===== src/rtl/ysyx_25060170_pkg.sv =====
// Shared NPC types: machine word, IFU state encoding
// and the reset/bubble constants used across stages.
package ysyx_25060170_pkg;

  typedef logic [31:0] xlen_t;

  localparam xlen_t RESET_PC_DEFAULT = 32'h8000_0000;
  localparam xlen_t NOP_INST         = 32'h0000_0013;

  typedef enum logic [2:0] {
    IFU_IDLE,
    IFU_FETCH,
    IFU_WAIT,
    IFU_ISSUE,
    IFU_COMMIT
  } ifu_state_e;

  // Word-align a target; low bits are dropped silently.
  function automatic xlen_t align_pc(xlen_t a);
    return {a[31:2], 2'b00};
  endfunction

endpackage


===== src/rtl/ysyx_25060170_ifu.sv =====
// Instruction fetch unit: owns the PC, fetches one word
// at a time, hands it to decode, waits for the next PC.
module ysyx_25060170_ifu
  import ysyx_25060170_pkg::*;
#(
  parameter xlen_t RESET_PC = RESET_PC_DEFAULT,
  parameter xlen_t NOP_INST = ysyx_25060170_pkg::NOP_INST
) (
  input  logic  clk,
  input  logic  rst,
  output logic  mem_req_valid_o,
  output xlen_t mem_req_addr_o,
  input  logic  mem_req_ready_i,
  input  logic  mem_resp_valid_i,
  input  xlen_t mem_resp_data_i,
  output logic  mem_resp_ready_o,
  output logic  inst_valid_o,
  output xlen_t pc_o,
  output xlen_t inst_o,
  input  logic  ready_i,
  input  logic  npc_valid_i,
  input  xlen_t npc_i,
  output xlen_t fetch_cnt_o
);

  ifu_state_e state;
  xlen_t      pc;
  xlen_t      inst_q;
  xlen_t      inst_pc;
  xlen_t      cnt;

  // Fetch sequencing plus PC, instruction and counter state.
  always_ff @(posedge clk or negedge rst) begin
    if (!rst) begin
      state   <= IFU_IDLE;
      pc      <= RESET_PC;
      inst_q  <= NOP_INST;
      inst_pc <= RESET_PC;
      cnt     <= '0;
    end else begin
      unique case (state)
        IFU_IDLE: begin
          state <= IFU_FETCH;
        end
        IFU_FETCH: begin
          if (mem_req_ready_i) state <= IFU_WAIT;
        end
        IFU_WAIT: begin
          if (mem_resp_valid_i) begin
            inst_q  <= mem_resp_data_i;
            inst_pc <= pc;
            state   <= IFU_ISSUE;
          end
        end
        IFU_ISSUE: begin
          if (ready_i) begin
            cnt <= cnt + 32'd1;
            if (npc_valid_i) begin
              pc    <= align_pc(npc_i);
              state <= IFU_FETCH;
            end else begin
              state <= IFU_COMMIT;
            end
          end
        end
        IFU_COMMIT: begin
          if (npc_valid_i) begin
            pc    <= align_pc(npc_i);
            state <= IFU_FETCH;
          end
        end
        default: state <= IFU_IDLE;
      endcase
    end
  end

  assign mem_req_valid_o  = (state == IFU_FETCH);
  assign mem_resp_ready_o = (state == IFU_WAIT);
  assign inst_valid_o     = (state == IFU_ISSUE);
  assign mem_req_addr_o   = pc;
  assign pc_o             = inst_pc;
  assign inst_o           = inst_q;
  assign fetch_cnt_o      = cnt;

endmodule


===== config.mk =====
export PLATFORM = sky130hd
export DESIGN_NAME = ysyx_25060170_ifu
export DESIGN_NICKNAME = d
export VERILOG_FILES = /design/src/rtl/ysyx_25060170_pkg.sv /design/src/rtl/ysyx_25060170_ifu.sv
export SDC_FILE = /design/constraint.sdc
export NUM_CORES = 1
export LEC_CHECK = 0
export CAP_MARGIN = 40
export CORE_UTILIZATION = 40
export CTS_CLUSTER_DIAMETER = 80
export DETAILED_ROUTE_END_ITERATION = 16
export GPL_ROUTABILITY_DRIVEN = 0
export PLACE_DENSITY = 0.79
export SLEW_MARGIN = 20
export SYNTH_ARGS = -nofsm -noshare
export SYNTH_HDL_FRONTEND = slang
export SYNTH_SLANG_ARGS = --single-unit

===== constraint.sdc =====
create_clock -name clk -period 2.75 [get_ports clk]
set_input_delay 0.55 -clock clk [delete_from_list [all_inputs] [get_ports clk]]
set_output_delay 0.55 -clock clk [all_outputs]
set_load 0.02 [all_outputs]

==> metrics <==
Starting Density=0.409; r2r setup slk=0.64 ns; Max VDD drop=0.635 mV; WL final=11.7 mm; post-route clock period utilization=0.915; Worst R2R End=inst_o[30]$_DFFE_PN0P_; CP Launch Type=flip-flop; setup violators final=0; status=finished clean; Worst-path clk slew=0.05 ns; Syn-to-layout area delta=52.2%; drt pass-1 iters=4; share of cells above drive strength 1=0.248; Crit. End Element=primary output; crit-path cells=nor3b_1 > clkdlybuf4s50_1; Worst Path Arrival=1.97 ns; worst slew pin tran=0.494 ns; Power Dens Cells=1120 nW/µm²; worst slack, placed=0.354 ns; average size of a mapped cell=14.7 µm²; # clock sinks=127; MaxCap Viol Count=0; Max Slew Vio Count=0; Max Clock Freq=398 MHz; relative slew slack=0.668; post-layout power=0.00880 W; CP Depth=2; most frequent cells in the layout=clkdlybuf4s50_1, dfrtp_1, mux2_2; CP top delay family=buffers and inverters; Die X=116 µm; Buffers on Ports=194; routed vias/inst=4.77; Initial DRC Count=115; Lkg Pwr=3.32 nW; grt total ovfl=0; Synth Warn #=0; Num CTS Buffers=17; WHS Endpoint=fetch_cnt_o[31]$_DFFE_PN0P_; CTS tree=yes; sequential element share of the synthesized area=0.617; num ports=201; Synth Instances=351; most common cell after layout, fill and taps aside=clkdlybuf4s50_1; H-tree levels=4; Worst EP required=2.20 ns; Max Buffers Root-to-Sink=2; CP Launch Point=state[1]$_DFFE_PN0P_; die span in y=116 µm; die area=13400 µm²; DR vias=3535; initial antenna violation count=0; minimum clock period=2.52 ns; vias in the first global route=3731; Layout Cells excl Fill=741; largest net degree at the start of global routing=84; Worst Reg2Reg Path Length in Cells=4; row count=41; CTS resizes=0; RSZ-0062 raised after global routing=no; placed insts=708; worst-path maximum fanout=10; gr usage total=0.182; slowest cell on the critical path=clkdlybuf4s50_1; global-route wire length before repair=18.4 mm; Root Driver=clkbuf_16; Yosys cell types=37; Final nets=627; postcts setup bufs=0; Worst-Skew Late Latency=0.41 ns; HP Class=flip-flop to flip-flop; Final WS setup=0.234 ns; Fin. Hold Viols=0; reg-to-reg startpoint=state[1]$_DFFE_PN0P_; clock skew=0.0104 ns; buffers and inverters on the worst path=1; Yosys reg bits=127; Worst Hold Launch=fetch_cnt_o[31]$_DFFE_PN0P_; Detailed Place HPWL=8.43 mm; crit path kind=flip-flop to primary output; max incr delay on CP=0.68 ns; drt wl/cell=15.8 µm; # diodes=0; number of cells on the worst hold path=1; setup tns final=0 ns; DRC violations left=0; core box area=12600 µm²; DRT antenna net count=0; Mapped Area=5160 µm²
[cells in the mapped netlist (all sizes together)]
cell type,instances,share of area
inv,2,0.0015
or4,1,0.0022
and3,2,0.0024
nand3,13,0.013
o21ai,1,0.00097
xnor2,23,0.039
nand2,13,0.0095
nor4,3,0.0095
nand4b,1,0.0046
xor2,8,0.014
mux2,92,0.20
dfrtp,122,0.59
and4,4,0.0070
and2,2,0.0024
nor3,5,0.0058
a21oi,2,0.0019
clkbuf,3,0.0061
nor2,8,0.0058
and2b,1,0.0017
dfstp,5,0.025
buf,16,0.019
nor3b,3,0.0044
nor2b,1,0.0012
a22oi,1,0.0015
ha,1,0.0024
a311o,1,0.0022
and4b,1,0.0022
conb,1,0.00073
nand4,15,0.022
[registers in the layout, indices dropped and copies added, names as in the netlist]
name	count
fetch_cnt_o	32
inst_o	32
mem_req_addr_o	30
pc_o	30
state	3
[area by class of cell]
cell class,count,area (µm²)
Timing Repair Buffer,202,2040
Sequential cell,127,3180
Clock inverter,3,40.0
Multi-Input combinational cell,206,1860
Clock buffer,29,500
Fill cell,1035,4770
Inverter,2,7.51
Tap cell,172,215
[routing by layer]
metal / part of all wire / vias up / track usage
met5: 0 / - / 0
met4: 0.019 / 0 / 0.0805
met3: 0.082 / 22 / 0.0696
met2: 0.51 / 129 / 0.308
met1: 0.39 / 1741 / 0.205
li1: - / 1643 / -
[where the power goes]
part	internal, W	switching, W
clock network	0.00131	0.000729
registers	0.00263	0.000492
logic	0.00198	0.00166
[worst max-delay path by stage]
stage                                       end  slack, ns
finish                         mem_resp_ready_o       0.23
global route                   mem_resp_ready_o       0.12
CTS                            mem_resp_ready_o       0.23
detailed placement  fetch_cnt_o[22]$_DFFE_PN0P_       0.35
global placement    fetch_cnt_o[22]$_DFFE_PN0P_       0.40
floorplan                inst_o[10]$_DFFE_PN0P_       0.64
[through the flow]
| stage | utilization | hold slack, ns | instance area (µm²) |
|---|---|---|---|
| after global placement | 0.579 | 0.386 | 7300 |
| after detailed placement | 0.579 | 0.389 | 7300 |
| final | 0.622 | 0.485 | 7850 |
| after CTS | 0.622 | 0.487 | 7850 |
| after floorplan | - | 0.254 | 5170 |
| after global routing | 0.622 | 0.511 | 7850 |
[kinds of logic after synthesis]
logic type | share of synthesized area
adders and majority gates | 0.00242
other | 0.000727
AOI/OAI and AO/OA | 0.00655
muxes | 0.201
buffers and inverters | 0.0262
xor gates and xnor gates | 0.0526
and+or+nand+nor | 0.0936
DFF | 0.617
[repair_timing]
action                     in CTS  in global routing
hold endpoints to repair        8                  0
hold buffers                    1                  0
setup endpoints to repair       0                  0
Note: power is estimated with default switching activity, not from simulation.
